`src/rtl/uart_pkg.sv`:
```
// Shared UART definitions for the receive and transmit paths.
//   - uart_state_t    : receive FSM state encoding (2 bits)
//   - UART_DATA_BITS  : default data bits per frame
//   - UART_OVERSAMPLE : default baud-tick count per bit period; the tick
//                       divisor and the transmitter are built from the same
//                       value so both ends of the link agree.
package uart_pkg;

  localparam int UART_DATA_BITS  = 8;
  localparam int UART_OVERSAMPLE = 16;

  typedef enum logic [1:0] {
    ST_IDLE  = 2'd0,
    ST_START = 2'd1,
    ST_DATA  = 2'd2,
    ST_STOP  = 2'd3
  } uart_state_t;

endpackage

```
`src/rtl/sync_2ff.sv`:
```
// Two-flop synchronizer for a single asynchronous input.
// Ports:
//   clk   : destination clock
//   reset : synchronous, active-high; both flops load RESET_VAL
//   d     : asynchronous input
//   q     : synchronized output, two clk cycles behind d
// RESET_VAL sets the value both flops hold in reset, matching the idle level
// of the signal being synchronized. This keeps a spurious edge from appearing
// when reset is released.
module sync_2ff #(
  parameter logic RESET_VAL = 1'b0
) (
  input  logic clk,
  input  logic reset,
  input  logic d,
  output logic q
);

  logic meta;

  // NOTE: non-blocking assignments make meta and q update together at the
  // edge, giving two real flop stages. Blocking ones would collapse them into
  // one stage.
  always_ff @(posedge clk) begin
    if (reset) begin
      meta <= RESET_VAL;
      q    <= RESET_VAL;
    end else begin
      meta <= d;
      q    <= meta;
    end
  end

endmodule

```
`src/rtl/uart_rx.sv`:
```
// UART receive engine: 1 start bit, DATA_BITS data bits LSB-first, 1 stop bit,
// no parity. The line is oversampled with the shared baud tick, at OVERSAMPLE
// ticks per bit.
// Ports:
//   clk         : system clock, rising edge
//   reset       : synchronous, active-high
//   tick        : oversample enable, one clk wide per pulse (may be held high)
//   rx          : asynchronous serial input, idles high
//   data        : last correctly framed character
//   data_valid  : one-cycle pulse when data updates
//   frame_error : one-cycle pulse when the stop bit samples low
//   busy        : high whenever the FSM is not idle
module uart_rx
  import uart_pkg::*;
#(
  parameter int DATA_BITS  = UART_DATA_BITS,
  parameter int OVERSAMPLE = UART_OVERSAMPLE
) (
  input  logic                 clk,
  input  logic                 reset,
  input  logic                 tick,
  input  logic                 rx,
  output logic [DATA_BITS-1:0] data,
  output logic                 data_valid,
  output logic                 frame_error,
  output logic                 busy
);

  localparam int CNT_W = $clog2(OVERSAMPLE);
  localparam int IDX_W = $clog2(DATA_BITS + 1);

  // The start bit is confirmed half a bit in. Every later sample is a full bit
  // after the previous one, so all data and stop samples land mid-bit.
  localparam logic [CNT_W-1:0] CNT_HALF = CNT_W'(OVERSAMPLE / 2 - 1);
  localparam logic [CNT_W-1:0] CNT_LAST = CNT_W'(OVERSAMPLE - 1);
  localparam logic [IDX_W-1:0] IDX_LAST = IDX_W'(DATA_BITS - 1);

  logic rx_s;

  uart_state_t          state,   state_n;
  logic [CNT_W-1:0]     cnt,     cnt_n;
  logic [IDX_W-1:0]     bit_idx, bit_idx_n;
  logic [DATA_BITS-1:0] shreg,   shreg_n;
  logic [DATA_BITS-1:0] data_n;
  logic                 data_valid_n;
  logic                 frame_error_n;

  // rx idles high, so the synchronizer resets to 1. Releasing reset then does
  // not look like a start edge.
  sync_2ff #(
    .RESET_VAL(1'b1)
  ) u_rx_sync (
    .clk  (clk),
    .reset(reset),
    .d    (rx),
    .q    (rx_s)
  );

  always_ff @(posedge clk) begin
    if (reset) begin
      state       <= ST_IDLE;
      cnt         <= '0;
      bit_idx     <= '0;
      shreg       <= '0;
      data        <= '0;
      data_valid  <= 1'b0;
      frame_error <= 1'b0;
    end else begin
      state       <= state_n;
      cnt         <= cnt_n;
      bit_idx     <= bit_idx_n;
      shreg       <= shreg_n;
      data        <= data_n;
      data_valid  <= data_valid_n;
      frame_error <= frame_error_n;
    end
  end

  always_comb begin
    // NOTE: every output of this block gets a default before any branch, so a
    // path that leaves a signal untouched holds its value and infers no latch.
    // The pulse outputs default to 0, which keeps them one cycle wide.
    state_n       = state;
    cnt_n         = cnt;
    bit_idx_n     = bit_idx;
    shreg_n       = shreg;
    data_n        = data;
    data_valid_n  = 1'b0;
    frame_error_n = 1'b0;

    if (tick) begin
      unique case (state)
        ST_IDLE: begin
          if (!rx_s) begin
            state_n = ST_START;
            cnt_n   = '0;
          end
        end

        ST_START: begin
          if (cnt == CNT_HALF) begin
            cnt_n     = '0;
            bit_idx_n = '0;
            // A line that is already high again at mid-start was a glitch.
            // Drop it without raising any flag.
            state_n   = rx_s ? ST_IDLE : ST_DATA;
          end else begin
            cnt_n = cnt + CNT_W'(1);
          end
        end

        ST_DATA: begin
          if (cnt == CNT_LAST) begin
            // Right shift: the first bit received ends up in the LSB.
            shreg_n   = {rx_s, shreg[DATA_BITS-1:1]};
            cnt_n     = '0;
            bit_idx_n = bit_idx + IDX_W'(1);
            if (bit_idx == IDX_LAST) begin
              state_n = ST_STOP;
            end
          end else begin
            cnt_n = cnt + CNT_W'(1);
          end
        end

        ST_STOP: begin
          if (cnt == CNT_LAST) begin
            // Back in IDLE at mid-stop, so a start edge that follows
            // immediately is still caught half a bit later.
            cnt_n   = '0;
            state_n = ST_IDLE;
            if (rx_s) begin
              data_n       = shreg;
              data_valid_n = 1'b1;
            end else begin
              frame_error_n = 1'b1;
            end
          end else begin
            cnt_n = cnt + CNT_W'(1);
          end
        end

        default: state_n = ST_IDLE;
      endcase
    end
  end

  assign busy = (state != ST_IDLE);

endmodule

```
`config.mk`:
```
export PLATFORM = sky130hd
export DESIGN_NAME = uart_rx
export DESIGN_NICKNAME = d
export VERILOG_FILES = /design/src/rtl/uart_pkg.sv /design/src/rtl/sync_2ff.sv /design/src/rtl/uart_rx.sv
export SDC_FILE = /design/constraint.sdc
export NUM_CORES = 1
export LEC_CHECK = 0
export CORE_ASPECT_RATIO = 2
export CORE_MARGIN = 1
export CORE_UTILIZATION = 34
export DETAILED_ROUTE_END_ITERATION = 8
export GPL_TIMING_DRIVEN = 0
export PLACE_DENSITY_LB_ADDON = 0.3
export SYNTH_ARGS = -nofsm -noshare
export SYNTH_HDL_FRONTEND = slang
export SYNTH_HIERARCHICAL = 1
export SYNTH_SLANG_ARGS = --single-unit
```
`constraint.sdc`:
```
create_clock -name clk -period 2.9 [get_ports clk]
set_clock_uncertainty 0.15 [all_clocks]
set_input_delay 0.435 -clock clk [delete_from_list [all_inputs] [get_ports clk]]
set_output_delay 0.435 -clock clk [all_outputs]
set_load 0.05 [all_outputs]
```
## Word-level counts from Yosys, hierarchy flattened

Index checks and enable logic that the tools add are counted.

| storage, ports and cells | value |
|---|---|
| word-level logic and storage cells | 51 |
| register bits | 30 |
| output and inout port bits | 11 |

| operators by class | value |
|---|---|
| add/sub/neg operators | 2 |
| reductions and logical operators | 10 |
| bitwise operators | 3 |
| muxes and demuxes | 16 |
| equality and inequality tests | 11 |

Operators with widths:

| kind | number |
|---|---|
| 2-to-1 mux 4 bit | 5 |
| 2-to-1 mux 2 bit | 6 |
| case mux 4 bit (3 select lines) | 1 |
| inequality test 2 bit, second input constant | 5 |
| adder 4 x 1 -> 4 bit, second input constant | 2 |
| == test 4 x 3 -> 1 bit, second input constant | 2 |
| case mux 2 bit (4 select lines) | 1 |
| case mux 4 bit (2 select lines) | 1 |
| AND reduction 4 bit | 2 |
| AND reduction 6 bit | 1 |
| == test 2 bit, second input constant | 2 |
| == test 4 bit, second input constant | 1 |
| nonzero test 2 bit | 2 |
| OR reduction 4 bit | 1 |
| NOT 1 bit | 3 |
| AND reduction 3 bit | 1 |
| == test 2 x 1 -> 1 bit, second input constant | 1 |
| zero test 2 bit | 1 |
| 2-to-1 mux 1 bit | 2 |
| AND reduction 2 bit | 1 |
| OR reduction 2 bit | 1 |

## Longest topological paths before layout

| logic depth | value |
|---|---|
| depth in word-level cells | 4 |
| mapped depth | 6 |
| depth with buffers taken out | 5 |

## Cells and area by module

Netlist, hierarchy kept.

By module, submodules not included:

| module | seq. area each (sq um) | cells each | area an instance (sq um) | times used |
|---|---|---|---|---|
| uart_rx | 560.5 | 126 | 1,194.9 | 1 |
| sync_2ff | 40.0 | 4 | 52.6 | 1 |

## Worst setup path before layout

No wires, ideal clock.

| timing path | value |
|---|---|
| path type | register to register |
| start point | reg cnt[0] |
| end point | reg data[0] |
| data arrival time | 1,579 ps |
| path buffers | 1 |
| setup time | 128 ps |
| data required time | 2,622 ps |
| stages on the path, launching flop included | 7 |
| setup slack | 1,043 ps |
| path through | dfxtp_1 ha_1 nand3_2 or4_1 buf_4 mux2i_1 nor2_1 |

| between the ends | value |
|---|---|
| word-level cells in the longest chain between the ends | 2 |

Ends and longest elaborated chain:

| element | RTL line | RTL |
|---|---|---|
| start: declaration | uart_rx.sv:41 | `logic [CNT_W-1:0] cnt, cnt_n;` |
| start signal: assignment | uart_rx.sv:70 | `cnt <= cnt_n;` |
| == test 4 bit | uart_rx.sv:127 | `if (cnt == CNT_LAST) begin` |
| AND reduction 4 bit (no line) | -- |  |
| end signal: assignment | uart_rx.sv:73 | `data <= data_n;` |
| end: declaration | uart_rx.sv:23 | `output logic [DATA_BITS-1:0] data,` |

Every way passes these cells.
A chain may end at the register's enable or synchronous reset.

==> impl_metrics.tcl <==
set metrics [dict create \
    tightest_slew_ns 0.512 \
    avgSynthCellArea_um2 9.60 \
    slew_headroom_pct 65.8 \
    holdBufCountCts 0 \
    drt_pre_antenna_iters 4 \
    nets 157 \
    netlist_instances 130 \
    tns_ns 0 \
    antenna_cells 0 \
    synthFlopType "dfxtp_1" \
    final-setup-viol-count 0 \
    yosysWarnings 6 \
    post_cts_buffers 0 \
    fmax_mhz 408 \
    gp_congestion 0.805 \
    cpMostUsedCell "buf_2" \
    peakVddDrop_v 0.000331 \
    pwr-share-clk_pct 43.4 \
    p_sw_share_pct 22.1 \
    drt_first_iter_violations 22 \
    drc 0 \
    crit_required_ns 2.32 \
    grt_max_degree 11 \
    p_per_area_mw_per_mm2 515 \
    startpoint_type "register" \
    ios 15 \
    cts-root-buf "clkbuf_8" \
    highest_layer "met4" \
    period_needed_ns 2.45 \
    yosys.area.top_type "dfxtp_1" \
    grt_pass1_vias 1016 \
    seq_area_frac_synth_pct 48.1 \
    grt_pass1_wl_mm 4.44 \
    mostFrequentLayoutCells "dfxtp_1 (30), nor2_1 (24), mux2i_1 (19)" \
    antenna_found_initial 0 \
    cts_buffers 5 \
    dieWidth_um 44.8 \
    synth_top_area_share_pct 48.1 \
    cp.arrival_ns 1.86 \
    drv_cap 0 \
    crit_path_max_fanout 10 \
    core-area_mm2 0.00345 \
    final_cell_area_mm2 0.00154 \
    clk_pin_slew_ns 0.06 \
    synth_async_sr_flop_share_pct 0 \
    h-tree-depth 2 \
    p_int_mw 0.617 \
    hold_class "register to register" \
    rsz0062_at_grt "false" \
    numPortBuffers 14 \
    switchingPower_mw 0.175 \
    wl_met3_um 89 \
    p_seq_share_pct 52.9 \
    max-clock-path-buffers 2 \
    synthesis.nets 136 \
    wl_per_cell_um 13.1 \
    cts.repair.resized 0 \
    dp_cells 192 \
    worstSetupPathType "register to output pin" \
    area_growth_pct 23.4 \
    routed-via-count 992 \
    ant_nets 0 \
    cp_top_family "buffers and inverters" \
    cp_cell_sequence "buf_2 -> or2_2 -> buf_2 -> clkdlybuf4s50_1" \
    leakagePower_nw 0.631 \
    critPathSlowestCell "clkdlybuf4s50_1" \
    synth_enable_flop_cells 0 \
    cp-end-kind "output pin" \
    clk_latency_ns 0.28 \
    wl_met2_mm 1.51 \
    wl_met1_um 952 \
    final_common_cell "dfxtp_1" \
    fin_util_pct 44.6 \
    rows 30 \
    fp.dieH_um 87.7 \
    syn-cell-area_mm2 0.00125 \
    drv_slew 0 \
    wirelength_mm 2.62 \
    cts.sinks 30 \
    hpwl_mm 1.93 \
    hold_viol 0 \
    yosys-top-cells-area "dfxtp_1 (48%), mux2i_1 (15%), nor2_1 (7.2%), ha_1 (2.0%), nor3_1 (2.0%)" \
    overflow 0 \
    cts_tree "done" \
    grt_usage_pct 15.5 \
    viasPerCell 4.96 \
    dpl-instance-area_mm2 0.00145 \
    start_util_pct 36.1 \
    layout.cells.non_filler 200 \
    path_buf_inv 3 \
    ys_types 36 \
    fin_crit_sh_pct 84.5 \
    ys_ff_latch 30 \
    slowest_delay_ns 0.70 \
    drive_gt1_share_pct 10.5 \
    pwr-share-comb_pct 3.7 \
    die_area_mm2 0.00393 \
    status "completed" \
]
metal layers:
metal / vias up / global-route usage [%]
met1: 476 / 15.4
met5: - / 0
met3: 5 / 2.68
li1: 492 / -
met4: 0 / 8.26
met2: 19 / 28.9
cell usage after synthesis, types with 2 or more instances:
cell type	number
inv_1	2
nor2_1	24
o21ai_0	3
xor2_1	2
dfxtp_1	30
nand2_1	6
clkbuf_1	2
a21oi_1	2
buf_2	4
ha_1	2
and3_1	2
or2_1	2
nand3_1	2
nand4_1	2
mux2i_1	19
nor3_1	5
or2_2	2
power by group through the flow:
| stage | Clock, mW | Combinational [mW] | Sequential [mW] |
|---|---|---|---|
| global placement | 0 | 0.0288 | 0.427 |
| floorplan | 0 | 0.0177 | 0.427 |
| finish | 0.344 | 0.0296 | 0.419 |
| global route | 0.366 | 0.0323 | 0.419 |
| detailed placement | 0 | 0.0295 | 0.428 |
| CTS | 0.353 | 0.0297 | 0.418 |
sequential cells by signal, summed over array words and instances, names as in the netlist, named ones only:
name and cells:
data 8, data_valid 1, cnt 4, u_rx_sync/meta 1, shreg 8, bit_idx 4
frame_error 1, u_rx_sync/q 1, state 1
logic make-up (layout without fill, tap and decap cells):
kind of cell               count (synthesis)  after routing  synth area share (%)
AOI/OAI and AO/OA                         12             12                  6.72
muxes                                     19             19                  15.2
and+or+nand+nor                           54             54                  22.1
buffers and inverters                     10             32                  3.71
xor gates and xnor gates                   3              3                  2.11
adders and majority gates                  2              2                  2.01
DFF                                       30             30                  48.1
worst paths after layout:
path / end / cells after the start / startpoint / slack, ns
worst min register to register: u_rx_sync/q$_SDFF_PP1_ / 1 / u_rx_sync/meta$_SDFF_PP1_ / 0.27
worst min-delay path: u_rx_sync/q$_SDFF_PP1_ / 1 / u_rx_sync/meta$_SDFF_PP1_ / 0.27
worst max-delay path: busy / 4 / register / 0.45
worst max register to register: data[6]$_SDFFE_PP0P_ / 6 / cnt[0]$_SDFFE_PP0P_ / 0.86
cell type report:
type / instances / area, um2
Inverter: 2 / 7.51
Clock inverter: 1 / 5.00
Fill cell: 366 / 1910
Multi-Input combinational cell: 90 / 601
Tap cell: 48 / 60.1
Buffer: 8 / 38.8
Sequential cell: 30 / 601
Timing Repair Buffer: 14 / 140
Clock buffer: 7 / 86.3
metrics by stage:
step | power (mW) | setup slack (ns) | hold slack [ns]
after CTS | 0.801 | 0.446 | 0.274
after global routing | 0.817 | 0.401 | 0.296
final | 0.792 | 0.450 | 0.272
after floorplan | 0.444 | 1.04 | 0.235
after detailed placement | 0.457 | 0.508 | 0.257
after global placement | 0.456 | 0.524 | 0.248
Power figures use the tool's default switching activity.
